`src/rtl/rst_seq_pkg.sv`:
```
// rtl/rst_seq_pkg.sv - shared state and cause encodings for the board reset sequencer
package rst_seq_pkg;

    typedef enum logic [1:0] {
        ST_POR  = 2'd0,
        ST_LOCK = 2'd1,
        ST_RUN  = 2'd2
    } rst_state_e;

    typedef enum logic [1:0] {
        CAUSE_POR       = 2'b00,
        CAUSE_LOCK_LOSS = 2'b01,
        CAUSE_BUTTON    = 2'b10,
        CAUSE_SW        = 2'b11
    } rst_cause_e;

endpackage

```
`src/rtl/rst_seq_debounce.sv`:
```
// rtl/rst_seq_debounce.sv - push-button synchroniser, debouncer and press-pulse generator
module rst_seq_debounce #(
    parameter int DebounceCycles = 16
) (
    input  logic clk_i,
    input  logic rst_ni,
    input  logic btn_i,
    output logic press_o
);

    localparam int CntW = (DebounceCycles > 1) ? $clog2(DebounceCycles) : 1;
    localparam logic [CntW-1:0] CntLast = CntW'(DebounceCycles - 1);

    logic            sync1_q, sync2_q;
    logic            stable_q, stable_d;
    logic            press_q, press_d;
    logic [CntW-1:0] cnt_q, cnt_d;

    // Count consecutive mismatch cycles; flip the stable value once the mismatch has persisted
    always_comb begin
        stable_d = stable_q;
        cnt_d    = '0;
        press_d  = 1'b0;
        if (sync2_q != stable_q) begin
            if (cnt_q == CntLast) begin
                stable_d = sync2_q;
                press_d  = sync2_q;
            end else begin
                cnt_d = cnt_q + 1'b1;
            end
        end
    end

    // Two-flop synchroniser plus debounce state; press pulse is registered alongside the flip
    always_ff @(posedge clk_i) begin
        if (!rst_ni) begin
            sync1_q  <= 1'b0;
            sync2_q  <= 1'b0;
            stable_q <= 1'b0;
            cnt_q    <= '0;
            press_q  <= 1'b0;
        end else begin
            sync1_q  <= btn_i;
            sync2_q  <= sync1_q;
            stable_q <= stable_d;
            cnt_q    <= cnt_d;
            press_q  <= press_d;
        end
    end

    assign press_o = press_q;

endmodule

```
`src/rtl/rst_seq_xilusp.sv`:
```
// rtl/rst_seq_xilusp.sv - POR hold / MMCM lock wait / release sequencer; RST_SEQ_CAUSE_EN adds the reset-cause register
module rst_seq_xilusp
    import rst_seq_pkg::*;
#(
    parameter int PorCycles      = 1000,
    parameter int LockCycles     = 64,
    parameter int DebounceCycles = 16
) (
    input  logic       clk_i,
    input  logic       rst_ni,
    input  logic       btn_rst_i,
    input  logic       pll_locked_i,
    input  logic       sw_rst_req_i,
    output logic       rst_no,
    output logic [1:0] state_o,
    output logic [1:0] rst_cause_o
);

    localparam int MaxCycles = (PorCycles > LockCycles) ? PorCycles : LockCycles;
    localparam int CntW      = $clog2(MaxCycles);
    localparam logic [CntW-1:0] PorLast  = CntW'(PorCycles - 1);
    localparam logic [CntW-1:0] LockLast = CntW'(LockCycles - 1);

    logic            lock_sync1_q, lock_sync2_q;
    logic            press;
    rst_state_e      state_q, state_d;
    logic [CntW-1:0] cnt_q, cnt_d;
    logic            rst_q;

    rst_seq_debounce #(
        .DebounceCycles(DebounceCycles)
    ) u_debounce (
        .clk_i  (clk_i),
        .rst_ni (rst_ni),
        .btn_i  (btn_rst_i),
        .press_o(press)
    );

    // Bring the MMCM lock level into the board clock domain
    always_ff @(posedge clk_i) begin
        if (!rst_ni) begin
            lock_sync1_q <= 1'b0;
            lock_sync2_q <= 1'b0;
        end else begin
            lock_sync1_q <= pll_locked_i;
            lock_sync2_q <= lock_sync1_q;
        end
    end

    // State, cycle counter and reset output; rst_no follows the next state so it moves with the state edge
    always_ff @(posedge clk_i) begin
        if (!rst_ni) begin
            state_q <= ST_POR;
            cnt_q   <= '0;
            rst_q   <= 1'b0;
        end else begin
            state_q <= state_d;
            cnt_q   <= cnt_d;
            rst_q   <= (state_d == ST_RUN);
        end
    end

    // Sequencing: hold in POR, require a run of lock cycles, then leave RUN on any reset event
    always_comb begin
        state_d = state_q;
        cnt_d   = cnt_q;
        case (state_q)
            ST_POR: begin
                if (press) begin
                    cnt_d = '0;
                end else if (cnt_q == PorLast) begin
                    state_d = ST_LOCK;
                    cnt_d   = '0;
                end else begin
                    cnt_d = cnt_q + 1'b1;
                end
            end
            ST_LOCK: begin
                if (press) begin
                    state_d = ST_POR;
                    cnt_d   = '0;
                end else if (!lock_sync2_q) begin
                    cnt_d = '0;
                end else if (cnt_q == LockLast) begin
                    state_d = ST_RUN;
                    cnt_d   = '0;
                end else begin
                    cnt_d = cnt_q + 1'b1;
                end
            end
            ST_RUN: begin
                cnt_d = '0;
                if (!lock_sync2_q || press || sw_rst_req_i) begin
                    state_d = ST_POR;
                end
            end
            default: begin
                state_d = ST_POR;
                cnt_d   = '0;
            end
        endcase
    end

`ifdef RST_SEQ_CAUSE_EN
    rst_cause_e cause_q, cause_d;

    // Capture why RUN was left; priority lock loss, then button, then software
    always_comb begin
        cause_d = cause_q;
        if (state_q == ST_RUN && state_d == ST_POR) begin
            if (!lock_sync2_q) begin
                cause_d = CAUSE_LOCK_LOSS;
            end else if (press) begin
                cause_d = CAUSE_BUTTON;
            end else begin
                cause_d = CAUSE_SW;
            end
        end
    end

    // Cause register holds between RUN exits
    always_ff @(posedge clk_i) begin
        if (!rst_ni) begin
            cause_q <= CAUSE_POR;
        end else begin
            cause_q <= cause_d;
        end
    end

    assign rst_cause_o = cause_q;
`else
    assign rst_cause_o = 2'b00;
`endif

    // Debug and reset outputs straight from registers
    always_comb begin
        state_o = state_q;
        rst_no  = rst_q;
    end

endmodule

```
`config.mk`:
```
export PLATFORM = sky130hd
export DESIGN_NAME = rst_seq_xilusp
export DESIGN_NICKNAME = d
export VERILOG_FILES = /design/src/rtl/rst_seq_pkg.sv /design/src/rtl/rst_seq_debounce.sv /design/src/rtl/rst_seq_xilusp.sv
export SDC_FILE = /design/constraint.sdc
export NUM_CORES = 1
export LEC_CHECK = 0
export ABC_AREA = 0
export BUFFER_PORTS_ARGS = -buffer_cell sky130_fd_sc_hd__buf_2
export CAP_MARGIN = 20
export CORE_ASPECT_RATIO = 0.6
export CORE_UTILIZATION = 25
export DETAILED_ROUTE_END_ITERATION = 16
export PLACE_DENSITY_LB_ADDON = 0.1
export SYNTH_ARGS = -nofsm -noshare
export SYNTH_HDL_FRONTEND = slang
export SYNTH_SLANG_ARGS = --single-unit
```
`constraint.sdc`:
```
create_clock -name clk_i -period 1.4 [get_ports clk_i]
set_input_delay 0.28 -clock clk_i [delete_from_list [all_inputs] [get_ports clk_i]]
set_output_delay 0.28 -clock clk_i [all_outputs]
set_load 0.02 [all_outputs]
```
==> results.sh <==
export IMPL_placedCellCount=159
export IMPL_drive_gt1_share_pct=28.57
export IMPL_antenna_found_initial=0
export IMPL_hold_path_class="primary input to flip-flop"
export IMPL_final_nets=127
export IMPL_insertion_delay_ps=260
export IMPL_ir_worst_vdd_mv=0.3977
export IMPL_startpoint="cnt_q[6]"
export IMPL_stdcell_area_um2=1170
export IMPL_p_leak_uw=0.0004703
export IMPL_drtPass1Iterations=4
export IMPL_drtIter0Drc=51
export IMPL_rsz0062_at_grt="true"
export IMPL_crit_chain="or4_4 -> nor3_4 -> o32a_4 -> nor2_1"
export IMPL_critPathArrivalTime_ps=1630
export IMPL_syn_inst=96
export IMPL_io_buffers=7
export IMPL_crit_required_ps=1550
export IMPL_grt_pass1_wl_um=2904
export IMPL_sw_frac_of_total_pct=21.98
export IMPL_slew_viol_final=0
export IMPL_root_buffer="clkbuf_8"
export IMPL_startpoint_type="flip-flop"
export IMPL_drc=0
export IMPL_fin_ws_ps=-77.53
export IMPL_min_period_over_period_pct=105.5
export IMPL_multi_input_area_um2=450.4
export IMPL_cts_buffers=3
export IMPL_seq_power_share_pct=58.4
export IMPL_synth_edf_count=0
export IMPL_hold_viol=0
export IMPL_maxCapViolCount=0
export IMPL_layoutNonFillerInstCount=164
export IMPL_synthFlopType="dfxtp_1"
export IMPL_violations="negative setup slack"
export IMPL_netlist_top_cells_area="dfxtp_1, nor2_1, xnor2_1, xor2_1, nand3_1"
export IMPL_std_cell_rows=16
export IMPL_gp_congestion=0.7223
export IMPL_synth_avg_cell_area_um2=9.462
export IMPL_core_um2=3363
export IMPL_critPathSlowestCell="or4_4"
export IMPL_finalClockSkew_ps=2.923
export IMPL_holdWs_ps=216.9
export IMPL_synthArstFlopShare_pct=0
export IMPL_end_kind="flip-flop"
export IMPL_track_usage_pct=10.32
export IMPL_grt_overflow_total=0
export IMPL_ys_ff_latch=23
export IMPL_clock_sinks=23
export IMPL_start_util_pct=27.01
export IMPL_p_comb_share_pct=5.9
export IMPL_power_density_nw_per_um2=988.3
export IMPL_grt_pass1_vias=611
export IMPL_n_antenna_cell=0
export IMPL_avgRoutedWirePerCell_um=10.55
export IMPL_reg2reg_from="cnt_q[6]"
export IMPL_fin_util_pct=34.78
export IMPL_drt_wl_total_um=1730
export IMPL_outcome="complete, but fails checks"
export IMPL_max_stage_delay_ps=540
export IMPL_power_switching_uw=254.1
export IMPL_placed_area_um2=1084
export IMPL_cts_tree="done"
export IMPL_synth_top_area_share_pct=50.69
export IMPL_ioPinCount=10
export IMPL_syn_cell_area_um2=908.4
export IMPL_hold_buffers=0
export IMPL_ctsHtreeMaxLevel=1
export IMPL_drt_antenna_violating_nets=0
export IMPL_fmax_mhz=676.8
export IMPL_regArea_um2=461.7
export IMPL_synth_cell_types=26
export IMPL_vias_per_cell=4.165
export IMPL_area_growth_pct=28.79
export IMPL_ys_warn_count=0
export IMPL_path_max_fanout=10
export IMPL_fill_cells=358
export IMPL_die_w_um=79.82
export IMPL_dp_hpwl_um=1338
export IMPL_fp_dieH_um=48.69
export IMPL_pwr_share_clk_pct=35.7
export IMPL_total_power_uw=1156
export IMPL_die_area_um2=3886
export IMPL_grt_max_degree=14
export IMPL_yosys_area_top_type="dfxtp_1"
export IMPL_finalSetupViolCount=13
export IMPL_p_int_uw=902.1
export IMPL_finalCriticalPeriod_ps=1478
export IMPL_path_class="flip-flop to flip-flop"
export IMPL_seq_area_frac_synth_pct=50.69
export IMPL_clockBufferDepth=2
export IMPL_vias=683
export IMPL_min_delay_start="btn_rst_i"
export IMPL_path_clk_slew_ps=80
[power by group through the flow]
stage                     clock network, uW  registers [uW]  logic [uW]
after CTS                               434             676        68.4
after global routing                    456             678        77.0
final                                   412             676        68.3
after detailed placement                  0             691        66.4
after global placement                    0             690        64.9
after floorplan                           0             691        45.4
[cell usage in the layout (no fill, tap or decap)]
master and count:
a21oi_1 2, a311oi_1 1, and2_1 4, and3_1 1, buf_2 7, buf_4 14
buf_6 1, clkbuf_8 3, clkinv_2 1, conb_1 2, dfxtp_1 22, dfxtp_2 1
ha_1 1, ha_2 1, inv_1 1, mux2i_1 1, nand2_1 7, nand3_1 6
nand3b_1 2, nand4_1 1, nand4b_1 1, nor2_1 16, nor2b_1 1, nor2b_2 1
nor3_1 4, nor3_2 1, nor3_4 1, o32a_4 1, or2_0 1, or3b_4 1
or4_4 1, xnor2_1 6, xor2_1 5
[final cells by class]
cell class	instances	area share [%]
clock buffers	3	3.529
clock inverters	1	0.4278
inverters	1	0.3209
multi-input cells	69	38.50
flip-flops and latches	23	39.47
well taps	45	4.813
repair buffers	22	12.94
[worst max-delay path: cells and delay by family (launching register included)]
family / cells / cell delay (ps)
compound gates: 1 / 260
simple gates: 3 / 770
flops: 1 / 330
[sequential cells by signal (all words and copies together), names as in the netlist]
signal,cells
rst_no,1
cnt_q,10
u_debounce.stable_q,1
u_debounce.sync1_q,1
state_o,2
u_debounce.press_o,1
lock_sync1_q,1
lock_sync2_q,1
u_debounce.cnt_q,4
u_debounce.sync2_q,1
[stage by stage]
step	worst slack [ps]	setup TNS [ps]
2_1_floorplan	-39.78	-368.8
3_3_place_gp	-55.24	-482.8
3_5_place_dp	-92.98	-830.4
4_1_cts	-65.27	-423.7
5_1_grt	-121.3	-1274
6_report	-77.53	-704.7
[logic make-up after synthesis]
| logic type | share of synthesized area [%] |
|---|---|
| muxes | 1.102 |
| buffers and inverters | 4.132 |
| xor gates and xnor gates | 10.61 |
| AOI/OAI and AO/OA | 3.306 |
| adders and majority gates | 2.754 |
| and+or+nand+nor | 27.00 |
| DFF | 50.69 |
| other | 0.4128 |
[synth_stat cells, types with 2 or more instances]
| master | number |
|---|---|
| nor3_1 | 6 |
| xor2_1 | 5 |
| nand2_1 | 7 |
| nand3_1 | 6 |
| dfxtp_1 | 23 |
| nand3b_1 | 2 |
| and2_1 | 4 |
| a21oi_1 | 2 |
| nor2_1 | 16 |
| ha_1 | 2 |
| buf_4 | 3 |
| xnor2_1 | 6 |
[routing by layer]
metal | share of wire, % | vias to the layer above | track usage (%)
met5 | 0 | - | 0
met4 | 0.81 | 0 | 3.571
met3 | 7.0 | 2 | 4.528
met2 | 36 | 23 | 12.25
met1 | 56 | 295 | 15.76
li1 | - | 363 | -
[repair_timing]
action                     4_1_cts  5_1_grt
gates resized for setup          4        2
setup buffers                    0        1
setup endpoints to repair       12       13
gates cloned                     0        0
pin swaps                        0        3
[path summary, 6_finish.rpt]
check	to	slack [ps]	cells past startpoint
setup reg to reg	cnt_q[6]	-80	4
setup / recovery	cnt_q[6]	-80	4
hold / removal	u_debounce.sync1_q	220	2
hold reg to reg	u_debounce.sync2_q	440	1
(Power assumes the default switching activity.)
